$ cat src/rtl/rtc_burst_reader_if.sv
//------------------------------------------------------------------------------
// Module      : rtc_burst_reader_if
// Description : Request/strobe bundle between the RTC burst reader (master)
//               and the multiplexed address/data bus-cycle engine (slave).
// Revision    : 1.0 - initial release
//------------------------------------------------------------------------------
`default_nettype none

interface rtc_burst_reader_if #(
  parameter int DW = 8
);
  logic          bus_req;
  logic [DW-1:0] bus_out;
  logic          bus_wr;
  logic          addr_ph;
  logic          data_ph;
  logic          cyc_done;
  logic [DW-1:0] rd_data;

  modport master (
    output bus_req, bus_out, bus_wr,
    input  addr_ph, data_ph, cyc_done, rd_data
  );

  modport slave (
    input  bus_req, bus_out, bus_wr,
    output addr_ph, data_ph, cyc_done, rd_data
  );
endinterface

`default_nettype wire

$ cat src/rtl/rtc_burst_reader.sv
//------------------------------------------------------------------------------
// Module      : rtc_burst_reader
// Description : Issues the RTC "transfer to RAM" command, then reads the
//               masked subset of a runtime address table into shadow
//               registers and commits them as one snapshot at burst end.
// Revision    : 1.0 - initial release
//------------------------------------------------------------------------------
`default_nettype none

module rtc_burst_reader #(
  parameter int          DW        = 8,
  parameter int          NREG      = 6,
  parameter logic [7:0]  CMD_CLK   = 8'hF1,
  parameter logic [7:0]  CMD_TMR   = 8'hF2,
  parameter logic [7:0]  CMD_DATA  = 8'h01,
  parameter logic [7:0]  IDLE_ADDR = 8'hFF,
  parameter int          TIMEOUT   = 1023
) (
  input  wire logic                 clk,
  input  wire logic                 reset,
  input  wire logic                 start,
  input  wire logic                 mode_timer,
  input  wire logic [NREG-1:0]      reg_mask,
  input  wire logic [NREG*DW-1:0]   addr_tab,
  rtc_burst_reader_if.master        bus,
  output logic      [NREG*DW-1:0]   regs_out,
  output logic      [NREG-1:0]      valid_mask,
  output logic                      busy,
  output logic                      done,
  output logic                      error
);

  localparam int              c_IW        = (NREG > 1) ? $clog2(NREG) : 1;
  localparam logic [c_IW-1:0] c_LAST_IDX  = c_IW'(NREG - 1);
  localparam logic [15:0]     c_TMO_LAST  = 16'(TIMEOUT - 1);
  // Timer mode only exposes the first three table entries.
  localparam logic [NREG-1:0] c_TMR_MASK  = NREG'(7);

  localparam logic [2:0] c_ST_IDLE   = 3'd0;
  localparam logic [2:0] c_ST_CMD    = 3'd1;
  localparam logic [2:0] c_ST_SEL    = 3'd2;
  localparam logic [2:0] c_ST_READ   = 3'd3;
  localparam logic [2:0] c_ST_COMMIT = 3'd4;

  logic [2:0]                 r_state, w_state_nxt;
  logic [c_IW-1:0]            r_idx, w_idx_nxt;
  logic                       r_mode, w_mode_nxt;
  logic [NREG-1:0]            r_emask, w_emask_nxt;
  logic [15:0]                r_tmr, w_tmr_nxt;
  logic [NREG-1:0][DW-1:0]    r_shadow, w_shadow_nxt;
  logic [NREG-1:0][DW-1:0]    r_regs, w_regs_nxt;
  logic [NREG-1:0]            r_valid, w_valid_nxt;
  logic                       r_bus_req, w_bus_req_nxt;
  logic [DW-1:0]              r_bus_out, w_bus_out_nxt;
  logic                       r_bus_wr, w_bus_wr_nxt;
  logic                       r_busy, w_busy_nxt;
  logic                       r_done, w_done_nxt;
  logic                       r_error, w_error_nxt;

  // Strobe priority: address phase beats data phase beats end-of-cycle.
  logic w_addr, w_data, w_cdone, w_any, w_tmo, w_last;
  assign w_addr  = bus.addr_ph;
  assign w_data  = bus.data_ph & ~bus.addr_ph;
  assign w_cdone = bus.cyc_done & ~bus.addr_ph & ~bus.data_ph;
  assign w_any   = bus.addr_ph | bus.data_ph | bus.cyc_done;
  assign w_tmo   = ~w_any & (r_tmr == c_TMO_LAST);
  assign w_last  = (r_idx == c_LAST_IDX);

  // State register.
  always_ff @(posedge clk or posedge reset) begin
    if (reset) r_state <= c_ST_IDLE;
    else       r_state <= w_state_nxt;
  end

  // Next-state decode.
  always_comb begin
    w_state_nxt = r_state;
    case (r_state)
      c_ST_IDLE:   if (start) w_state_nxt = c_ST_CMD;
      c_ST_CMD:    if (w_tmo) w_state_nxt = c_ST_IDLE;
                   else if (w_cdone) w_state_nxt = c_ST_SEL;
      c_ST_SEL:    if (r_emask[r_idx]) w_state_nxt = c_ST_READ;
                   else if (w_last) w_state_nxt = c_ST_COMMIT;
      c_ST_READ:   if (w_tmo) w_state_nxt = c_ST_IDLE;
                   else if (w_cdone) w_state_nxt = w_last ? c_ST_COMMIT : c_ST_SEL;
      c_ST_COMMIT: w_state_nxt = c_ST_IDLE;
      default:     w_state_nxt = c_ST_IDLE;
    endcase
  end

  // Next values of every registered output and datapath register.
  always_comb begin
    w_idx_nxt     = r_idx;
    w_mode_nxt    = r_mode;
    w_emask_nxt   = r_emask;
    w_tmr_nxt     = r_tmr;
    w_shadow_nxt  = r_shadow;
    w_regs_nxt    = r_regs;
    w_valid_nxt   = r_valid;
    w_bus_req_nxt = r_bus_req;
    w_bus_out_nxt = r_bus_out;
    w_bus_wr_nxt  = 1'b0;
    w_done_nxt    = 1'b0;
    w_error_nxt   = 1'b0;
    w_busy_nxt    = (w_state_nxt != c_ST_IDLE);
    case (r_state)
      c_ST_IDLE: begin
        w_bus_req_nxt = 1'b0;
        w_bus_out_nxt = IDLE_ADDR;
        if (start) begin
          w_bus_req_nxt = 1'b1;
          w_mode_nxt    = mode_timer;
          w_emask_nxt   = reg_mask & (mode_timer ? c_TMR_MASK : {NREG{1'b1}});
          w_tmr_nxt     = '0;
        end
      end
      c_ST_CMD, c_ST_READ: begin
        if (w_tmo) begin
          w_error_nxt   = 1'b1;
          w_bus_req_nxt = 1'b0;
          w_bus_out_nxt = IDLE_ADDR;
          w_tmr_nxt     = '0;
        end else if (w_addr) begin
          w_tmr_nxt     = '0;
          if (r_state == c_ST_CMD) w_bus_out_nxt = r_mode ? CMD_TMR : CMD_CLK;
          else                     w_bus_out_nxt = addr_tab[r_idx*DW +: DW];
        end else if (w_data) begin
          w_tmr_nxt = '0;
          if (r_state == c_ST_CMD) begin
            w_bus_out_nxt = CMD_DATA;
            w_bus_wr_nxt  = 1'b1;
          end else begin
            w_shadow_nxt[r_idx] = bus.rd_data;
          end
        end else if (w_cdone) begin
          w_tmr_nxt     = '0;
          w_bus_req_nxt = 1'b0;
          if (r_state == c_ST_CMD) w_idx_nxt = '0;
          else if (!w_last)        w_idx_nxt = r_idx + 1'b1;
        end else begin
          w_tmr_nxt = r_tmr + 16'd1;
        end
      end
      c_ST_SEL: begin
        if (r_emask[r_idx]) begin
          w_bus_req_nxt = 1'b1;
          w_tmr_nxt     = '0;
        end else if (!w_last) begin
          w_idx_nxt = r_idx + 1'b1;
        end
      end
      c_ST_COMMIT: begin
        for (int i = 0; i < NREG; i++)
          if (r_emask[i]) w_regs_nxt[i] = r_shadow[i];
        w_valid_nxt   = r_emask;
        w_done_nxt    = 1'b1;
        w_bus_out_nxt = IDLE_ADDR;
      end
      default: ;
    endcase
  end

  // Output and datapath registers.
  always_ff @(posedge clk or posedge reset) begin
    if (reset) begin
      r_idx     <= '0;
      r_mode    <= 1'b0;
      r_emask   <= '0;
      r_tmr     <= '0;
      r_shadow  <= '0;
      r_regs    <= '0;
      r_valid   <= '0;
      r_bus_req <= 1'b0;
      r_bus_out <= IDLE_ADDR;
      r_bus_wr  <= 1'b0;
      r_busy    <= 1'b0;
      r_done    <= 1'b0;
      r_error   <= 1'b0;
    end else begin
      r_idx     <= w_idx_nxt;
      r_mode    <= w_mode_nxt;
      r_emask   <= w_emask_nxt;
      r_tmr     <= w_tmr_nxt;
      r_shadow  <= w_shadow_nxt;
      r_regs    <= w_regs_nxt;
      r_valid   <= w_valid_nxt;
      r_bus_req <= w_bus_req_nxt;
      r_bus_out <= w_bus_out_nxt;
      r_bus_wr  <= w_bus_wr_nxt;
      r_busy    <= w_busy_nxt;
      r_done    <= w_done_nxt;
      r_error   <= w_error_nxt;
    end
  end

  assign bus.bus_req = r_bus_req;
  assign bus.bus_out = r_bus_out;
  assign bus.bus_wr  = r_bus_wr;
  assign regs_out    = r_regs;
  assign valid_mask  = r_valid;
  assign busy        = r_busy;
  assign done        = r_done;
  assign error       = r_error;

endmodule

`default_nettype wire
$ cat src/flat_wrapper.sv
// flat-port wrapper written by rule: the top's interface ports become plain ports
module rtc_burst_reader_flat 
#(
  parameter int          DW        = 8,
  parameter int          NREG      = 6,
  parameter logic [7:0]  CMD_CLK   = 8'hF1,
  parameter logic [7:0]  CMD_TMR   = 8'hF2,
  parameter logic [7:0]  CMD_DATA  = 8'h01,
  parameter logic [7:0]  IDLE_ADDR = 8'hFF,
  parameter int          TIMEOUT   = 1023
)
  (clk, reset, start, mode_timer, reg_mask, addr_tab, regs_out, valid_mask, busy, done, error, bus_bus_req, bus_bus_out, bus_bus_wr, bus_addr_ph, bus_data_ph, bus_cyc_done, bus_rd_data);
  rtc_burst_reader_if #(.DW(DW)) bus_i ();
  input  wire logic clk;
  input  wire logic reset;
  input  wire logic start;
  input  wire logic mode_timer;
  input  wire logic [NREG-1:0] reg_mask;
  input  wire logic [NREG*DW-1:0] addr_tab;
  output logic      [NREG*DW-1:0] regs_out;
  output logic      [NREG-1:0] valid_mask;
  output logic busy;
  output logic done;
  output logic error;
  output wire logic [$bits(bus_i.bus_req)-1:0] bus_bus_req;
  output wire logic [$bits(bus_i.bus_out)-1:0] bus_bus_out;
  output wire logic [$bits(bus_i.bus_wr)-1:0] bus_bus_wr;
  input wire logic [$bits(bus_i.addr_ph)-1:0] bus_addr_ph;
  input wire logic [$bits(bus_i.data_ph)-1:0] bus_data_ph;
  input wire logic [$bits(bus_i.cyc_done)-1:0] bus_cyc_done;
  input wire logic [$bits(bus_i.rd_data)-1:0] bus_rd_data;
  assign bus_bus_req = bus_i.bus_req;
  assign bus_bus_out = bus_i.bus_out;
  assign bus_bus_wr = bus_i.bus_wr;
  assign bus_i.addr_ph = bus_addr_ph;
  assign bus_i.data_ph = bus_data_ph;
  assign bus_i.cyc_done = bus_cyc_done;
  assign bus_i.rd_data = bus_rd_data;
  rtc_burst_reader #(.DW(DW), .NREG(NREG), .CMD_CLK(CMD_CLK), .CMD_TMR(CMD_TMR), .CMD_DATA(CMD_DATA), .IDLE_ADDR(IDLE_ADDR), .TIMEOUT(TIMEOUT)) u_core (.clk(clk), .reset(reset), .start(start), .mode_timer(mode_timer), .reg_mask(reg_mask), .addr_tab(addr_tab), .bus(bus_i), .regs_out(regs_out), .valid_mask(valid_mask), .busy(busy), .done(done), .error(error));
endmodule
$ cat config.mk
export PLATFORM = sky130hd
export DESIGN_NAME = rtc_burst_reader_flat
export DESIGN_NICKNAME = d
export VERILOG_FILES = /design/src/rtl/rtc_burst_reader_if.sv /design/src/rtl/rtc_burst_reader.sv /design/src/flat_wrapper.sv
export SDC_FILE = /design/constraint.sdc
export NUM_CORES = 1
export LEC_CHECK = 0
export ABC_AREA = 1
export BUFFER_PORTS_ARGS = -buffer_cell sky130_fd_sc_hd__buf_2
export CAP_MARGIN = 0
export CORE_MARGIN = 10
export CORE_UTILIZATION = 50
export DETAILED_ROUTE_END_ITERATION = 7
export GPL_ROUTABILITY_DRIVEN = 0
export GPL_TIMING_DRIVEN = 1
export PLACE_DENSITY = 0.7
export SYNTH_ARGS = -nofsm -noshare
export SYNTH_HDL_FRONTEND = slang
export SYNTH_SLANG_ARGS = --single-unit
$ cat constraint.sdc
create_clock -name clk -period 5.4 [get_ports clk]
set_input_delay 0.81 -clock clk [delete_from_list [all_inputs] [get_ports clk]]
set_output_delay 0.81 -clock clk [all_outputs]
set_load 0.005 [all_outputs]
After elaboration in Yosys (flattened, before gate mapping) --
Cells that the tools add are included.
Word-level totals: register bits 144, input bits 69, output and inout bits 67, word-level logic and storage cells 131
Operators by class: add/sub/neg operators 2, order comparisons 2, eq/ne operators 18, shifts and indexed selects 1, multiplexer cells 52, bitwise operators 12, reductions and logical operators 20
Operator list (count):
- two-way mux 16 bit | 6
- bitwise mux 48 bit | 1
- two-way mux 8 bit | 6
- case mux 16 bit (3 select lines) | 1
- variable part select 48 x 7 -> 8 bit | 1
- two-way mux 3 bit | 15
- demux 8 bit (select 3 bit) | 1
- adder 16 x 1 -> 16 bit, second input constant | 1
- equality test 16 x 10 -> 1 bit, second input constant | 1
- case mux 8 bit (2 select lines) | 1
- two-way mux 1 bit | 15
- AND reduction 2 bit | 7
- case mux 3 bit (4 select lines) | 1
- inequality test 2 bit, second input constant | 5
- AND reduction 5 bit | 2
- inequality test 4 x 2 -> 1 bit, second input constant | 2
- bitwise AND 6 bit | 1
- equality test 3 x 2 -> 1 bit, second input constant | 2
- equality test 3 bit, second input constant | 2
- two-way mux 6 bit | 1
- case mux 3 bit (2 select lines) | 1
- AND reduction 3 bit | 2
- AND reduction 6 bit | 1
- nonzero test 3 bit | 2
- other kinds (18) | 29

Depth between registers and ports, before layout --
Gate-level depths: netlist of run 1.
depth in word-level cells 8, mapped depth 11, gate-level depth less buffers 11

Least setup slack after synthesis of run 1 --
No wires, ideal clock.
path type input port to flip-flop, start point input bus_data_ph, end point register u_core.r_shadow[0] (netlist name), setup time 127 ps, arrival 1833 ps, data required time 5273 ps, slack 3440 ps, stages on the path 7, buffers on the path 2, path through buf_2 -> nand2_1 -> nor3_4 -> nand3_1 -> buf_2 -> nand2_1 -> o21ai_0
On the way: longest elaborated chain between the ends 6, elaborated cells between the ends (all ways) 7, classes of those cells bitwise (6); reduce/logical (1)
Ends and longest elaborated chain:
- start, declared | RTL line flat_wrapper.sv:29 | input wire logic [$bits(bus_i.data_ph)-1:0] bus_data_ph;
- bitwise OR 1 bit (2 in a row) | RTL line rtc_burst_reader.sv:65 | assign w_any = bus.addr_ph | bus.data_ph | bus.cyc_done;
- NOT 1 bit | RTL line rtc_burst_reader.sv:66 | assign w_tmo = ~w_any & (r_tmr == c_TMO_LAST);
- bitwise AND 1 bit | RTL line rtc_burst_reader.sv:66
- NOT 1 bit (no line)
- AND reduction 5 bit (no line) (*)
- end signal, assigned | RTL line rtc_burst_reader.sv:184 | r_shadow <= w_shadow_nxt;
- end, declared | RTL line rtc_burst_reader.sv:50 | logic [NREG-1:0][DW-1:0] r_shadow, w_shadow_nxt;
Mark *: on every way between the ends. The rest lies on a longest branch, timed or not. A chain may end at the register's enable or synchronous reset.

Final worst setup path of run 1 --
start point register u_core.r_idx[1], end point register u_core.r_tmr[11]
On the way: longest elaborated chain between the ends 4
Ends and longest elaborated chain:
- start, declared | RTL line rtc_burst_reader.sv:46 | logic [c_IW-1:0] r_idx, w_idx_nxt;
- start signal, assigned | RTL line rtc_burst_reader.sv:180 | r_idx <= w_idx_nxt;
- binary-select mux 1 bit (select 3 bit) | RTL line rtc_burst_reader.sv:145 | if (r_emask[r_idx]) begin
- two-way mux 1 bit (implied by the code) | RTL line rtc_burst_reader.sv:145
- inequality test 2 x 1 -> 1 bit (no line)
- AND reduction 3 bit (no line)
- end signal, assigned | RTL line rtc_burst_reader.sv:183 | r_tmr <= w_tmr_nxt;
- end, declared | RTL line rtc_burst_reader.sv:49 | logic [15:0] r_tmr, w_tmr_nxt;
No other way between the ends. The select of a mux whose other input is x is not followed.

==> results of run 1 <==
==> stage by stage <==
step	setup slack, ns	utilization [%]
global route	2.30	61.6
floorplan	0.737	-
detailed placement	2.73	57.0
finish	2.66	61.6
global placement	2.75	57.0
CTS	2.68	61.6
==> per-layer routing <==
metal,global-route usage (%),part of all wire (%),wire (µm),vias to the layer above
met5,0,0,0,-
met4,7.60,2.7,492,0
met3,6.49,7.4,1340,45
met2,31.9,48,8640,251
met1,24.3,42,7580,2805
li1,-,-,-,2719
==> cells in the mapped netlist (all sizes together) <==
master  instances
o21ai          81
nand3b          1
or2            15
o211ai         22
nand2         196
ha              4
a22oi           1
xor2            1
dfstp           8
o21bai          3
nor3           13
a211oi          1
mux2           48
dfrtp         136
clkbuf          4
a21oi           6
o31ai           1
nand4          12
inv            74
nor2           51
buf            16
nand3          46
==> layout make-up <==
| type | instances | area, µm² | area share [%] |
|---|---|---|---|
| well taps | 176 | 220 | 2.72 |
| multi-input cells | 502 | 2680 | 33.1 |
| flip-flops and latches | 144 | 3610 | 44.7 |
| inverters | 74 | 283 | 3.49 |
| repair buffers | 137 | 691 | 8.53 |
| clock inverters | 14 | 176 | 2.18 |
| clock buffers | 18 | 429 | 5.30 |
==> final timing paths <==
| check | from | end | slack, ns | cells after the start |
|---|---|---|---|---|
| worst max register to register | u_core.r_idx[1] | u_core.r_tmr[11] | 2.66 | 9 |
| worst min-delay path | u_core.bus.bus_out[7] | u_core.bus.bus_out[7] | 0.47 | 2 |
| worst min register to register | u_core.bus.bus_out[7] | u_core.bus.bus_out[7] | 0.47 | 2 |
| worst max-delay path | u_core.r_idx[1] | u_core.r_tmr[11] | 2.66 | 9 |
| max in group asynchronous | reset | u_core.r_shadow[43] | 3.77 | 3 |
| min in group asynchronous | reset | u_core.regs_out[11] | 0.61 | 2 |
==> cell families (layout without fill, tap and decap cells) <==
| kind of cell | count (synthesis) | count (layout) | share of synthesized area [%] |
|---|---|---|---|
| adder cells (fa/ha/maj) | 4 | 4 | 0.751 |
| buffers and inverters | 94 | 243 | 5.56 |
| flip-flops | 144 | 144 | 54.2 |
| AO/OA/AOI/OAI | 115 | 115 | 9.69 |
| multiplexers | 48 | 48 | 8.11 |
| XOR/XNOR | 1 | 1 | 0.131 |
| AND/OR/NAND/NOR | 334 | 334 | 21.5 |
==> worst max-delay path, cell delays in order, from the launching register on <==
cell and delay [ns]:
dfrtp_1 0.45, inv_1 0.09, nor2_1 0.72, o211ai_1 0.24, nand4_1 0.25, nand2_1 0.30, inv_1 0.31, o21ai_0 0.15
nand2_1 0.09, inv_1 0.04
==> sequential cells by signal, summed over array words and instances, names as in the netlist <==
name,cells
u_core.bus.bus_req,1
u_core.error,1
u_core.r_tmr,16
u_core.bus.bus_wr,1
u_core.r_mode,1
u_core.regs_out,48
u_core.done,1
u_core.r_state,3
u_core.r_shadow,48
u_core.valid_mask,6
u_core.r_idx,3
u_core.busy,1
u_core.r_emask,6
u_core.bus.bus_out,8
==> where the power goes <==
part	switching (W)	internal, W
clock network	0.000470	0.000735
logic	0.000593	0.000297
registers	0.000135	0.00132
total	0.00120	0.00235
==> impl_metrics.json, run 1 <==
{
  "layout_commonest_cell": "nand2_1",
  "setup_viol": 0,
  "period_needed_ns": 2.74,
  "fin_total_pwr_w": 0.00355,
  "synth_top_area_share_pct": 51.1,
  "fin_nets": 949,
  "worstSkewPairLatency_ns": 0.42,
  "syn-instance-count": 740,
  "drt_first_pass_iters": 5,
  "avgSynthCellArea_um2": 9.01,
  "cts_buffer_depth": 2,
  "wirelength_um": 18000,
  "hold_ws_ns": 0.467,
  "cts.reportedPaths.clkPinSlew_ns": 0.07,
  "grt_pass1_vias": 5848,
  "synth_area_leaders": "dfrtp_1, nand2_1, mux2_2",
  "core_um2": 13100,
  "period_share_pct": 50.7,
  "layout_common_cells": "nand2_1, dfrtp_1, buf_2",
  "max_cap_viol_count": 0,
  "fin_cells": 1065,
  "cts_hold_buf": 0,
  "slew_violations": 0,
  "antenna_found_initial": 0,
  "cts_resized": 0,
  "drtIter0Drc": 455,
  "synth_seq_cells": 144,
  "drt-wirelength-per-cell_um": 16.9,
  "p_per_area_nw_per_um2": 439,
  "cts_setup_buffers": 0,
  "viasPerCell": 5.46,
  "htree_num_levels": 4,
  "synth_top_cell_by_area": "dfrtp_1",
  "yosysSeqAreaShare_pct": 54.2,
  "drive_gt1_share_pct": 27.3,
  "outcome": "finished, final reports clean",
  "cts-buffers-inserted": 17,
  "finish.instance_area_um2": 8090,
  "nFillCells": 1109,
  "vdd_drop_max_uv": 267,
  "port_buffers": 135,
  "die_h_um": 135,
  "setup_tns_ns": 0,
  "drcViolationCount": 0,
  "rsz0062_at_grt": "false",
  "root_buffer": "clkbuf_16",
  "syn_to_final_growth_pct": 21.4,
  "max_freq_mhz": 366,
  "p_leak_nw": 4.37,
  "grt_pass1_wl_um": 29000,
  "skew_ns": 0.0115,
  "critPathArrivalTime_ns": 3.06,
  "cts_tree": "done",
  "hold_path_class": "flop to flop",
  "dieArea_um2": 18300,
  "syn_area_um2": 6660,
  "start_util_pct": 50.7,
  "dp_hpwl_um": 13100,
  "synth_nets": 813,
  "dp_cells": 1033,
  "endpoint_kind": "flop",
  "cp.required_ns": 5.72,
  "ant_nets": 0,
  "ys_warn_count": 0,
  "ys_types": 30,
  "rows": 42,
  "overflow": 0,
  "grt_start_max_net_pins": 111,
  "dpl_cell_area_um2": 7490,
  "die_width_um": 135,
  "clock-sinks": 144,
  "num_vias": 5820,
  "num_antenna_cells": 0,
  "maxSlewHeadroom_pct": 29.4,
  "ios": 136,
  "grtUsageTotal_pct": 19.8,
  "critPathMaxFanout": 11,
  "start_kind": "flop",
  "tightestPinTransition_ns": 1.05,
  "hold_viol": 0,
  "crit_type": "flop to flop"
}
Note: power is estimated with default switching activity, not from simulation.
==> inputs of run 2 (changes only) <==
==> constraint.sdc (replaced) <==
create_clock -name clk -period 2.7 [get_ports clk]
set_input_delay 0.405 -clock clk [delete_from_list [all_inputs] [get_ports clk]]
set_output_delay 0.405 -clock clk [all_outputs]
set_load 0.005 [all_outputs]
==> run 2 against run 1 <==
- combinational power grew 100%
- register-to-register slack lost 2.3 ns
- cell area grew 0.79%
- setup slack lost 2.3 ns
- flip-flop and latch count is the same
==> impl_metrics.json, run 2 (synthesis results as in run 1) <==
{
  "period_needed_ns": 2.29,
  "layout_commonest_cell": "nand2_1",
  "num_vias": 5760,
  "ant_nets": 0,
  "cts_resized": 0,
  "cts_tree": "done",
  "max_freq_mhz": 436,
  "slowest_delay_ns": 0.47,
  "cts_hold_buf": 0,
  "rows": 42,
  "vdd_drop_max_uv": 445,
  "dp_cells": 1043,
  "viasPerCell": 5.36,
  "drt_first_pass_iters": 6,
  "core_um2": 13100,
  "cts_buffer_depth": 2,
  "worstSkewPairLatency_ns": 0.42,
  "htree_num_levels": 4,
  "overflow": 0,
  "setup_viol": 0,
  "root_buffer": "clkbuf_16",
  "period_share_pct": 85.0,
  "critPathArrivalTime_ns": 2.60,
  "skew_ns": 0.00800,
  "fin_cells": 1075,
  "pre_cts_slack_ns": 0.455,
  "fin_nets": 959,
  "maxSlewHeadroom_pct": 30.9,
  "hold_path_class": "input pin to async pin",
  "wirelength_um": 18800,
  "critPathBufInv": 1,
  "cts-buffers-inserted": 17,
  "p_leak_nw": 4.40,
  "fin_total_pwr_w": 0.00709,
  "p_per_area_nw_per_um2": 869,
  "drtIter0Drc": 463,
  "grt_pass1_wl_um": 30400,
  "grtUsageTotal_pct": 20.8,
  "grt_start_max_net_pins": 43,
  "crit_type": "flop to flop",
  "grt_pass1_vias": 5889,
  "layout_common_cells": "nand2_1, dfrtp_1, buf_2",
  "cts.reportedPaths.clkPinSlew_ns": 0.07,
  "setup_slack_ns": 0.406,
  "crit_chain": "nor2_4, inv_1, nor3_4, nand3_1, o21ai_0",
  "num_antenna_cells": 0,
  "syn_to_final_growth_pct": 22.4,
  "dieArea_um2": 18300,
  "crit_family": "simple AND/OR/NAND/NOR gates",
  "seq_area_um2": 3610,
  "start_kind": "flop",
  "critPathMaxFanout": 16,
  "cp.required_ns": 3.00,
  "start_util_pct": 50.7,
  "setup_tns_ns": 0,
  "clock-sinks": 144,
  "antenna_found_initial": 0,
  "ios": 136,
  "tightestPinTransition_ns": 1.02,
  "die_width_um": 135,
  "die_h_um": 135,
  "drive_gt1_share_pct": 28.1,
  "multiInputGateArea_um2": 2680,
  "slew_violations": 0,
  "nFillCells": 1117,
  "drcViolationCount": 0,
  "endpoint_kind": "flop",
  "outcome": "finished, final reports clean",
  "drt-wirelength-per-cell_um": 17.4,
  "cp_slowest_cell": "nand3_1",
  "max_cap_viol_count": 0,
  "rsz0062_at_grt": "false",
  "dp_hpwl_um": 13700,
  "cts_setup_buffers": 0,
  "port_buffers": 135,
  "hold_viol": 0
}
run 2: changes by cell type in the layout (fill, tap and decap cells not counted):
cell / previous run / this run
bufinv_16: 3 / 2
clkinv_4: 1 / 2
inv_6: 6 / 4
buf_4: 2 / 11
buf_12: 0 / 1
clkinvlp_4: 1 / 3
run 2: layout make-up:
| type | count | area share [%] |
|---|---|---|
| Multi-Input combinational cell | 502 | 32.9 |
| Timing Repair Buffer | 147 | 9.54 |
| Inverter | 74 | 3.45 |
| Clock buffer | 18 | 5.26 |
| Sequential cell | 144 | 44.3 |
| Clock inverter | 14 | 1.89 |
| Tap cell | 176 | 2.70 |
run 2: power breakdown:
group / total (W) / switching [W] / internal [W]
clock: 0.00234 / 0.000969 / 0.00137
combinational: 0.00181 / 0.00117 / 0.000636
sequential: 0.00294 / 0.000298 / 0.00264
run 2: worst paths after layout:
check | start | endpoint | slack, ns | depth (start not counted)
worst min register to register | u_core.bus.bus_out[6] | u_core.bus.bus_out[6] | 0.47 | 2
worst min-delay path | reset | u_core.regs_out[3] | 0.15 | 2
max in group asynchronous | reset | u_core.regs_out[1] | 1.74 | 3
worst max-delay path | u_core.r_state[2] | u_core.r_shadow[32] | 0.41 | 5
min in group clk | reg_mask[2] | u_core.r_emask[2] | 0.21 | 3
worst max register to register | u_core.r_state[2] | u_core.r_shadow[32] | 0.41 | 5
run 2: worst register-to-register path: cells and delay by family (launching register included):
| kind | cells | cell delay (ns) |
|---|---|---|
| DFF | 1 | 0.44 |
| and+or+nand+nor | 3 | 1.08 |
| buffers and inverters | 1 | 0.19 |
| AOI/OAI and AO/OA | 1 | 0.46 |
run 2: layer usage:
layer | vias to the layer above | routed length (µm) | global-route usage [%]
li1 | 2725 | - | -
met3 | 24 | 1480 | 6.34
met4 | 0 | 243 | 5.56
met1 | 2748 | 8080 | 26.1
met5 | - | 0 | 0
met2 | 263 | 8950 | 34.0
run 2: through the flow:
stage / hold slack, ns / cell area, µm² / util (%)
after global placement: 0.458 / 7570 / 57.6
after floorplan: 0.446 / 6670 / -
after global routing: 0.221 / 8160 / 62.1
final: 0.152 / 8160 / 62.1
after CTS: 0.178 / 8160 / 62.1
after detailed placement: 0.459 / 7570 / 57.6
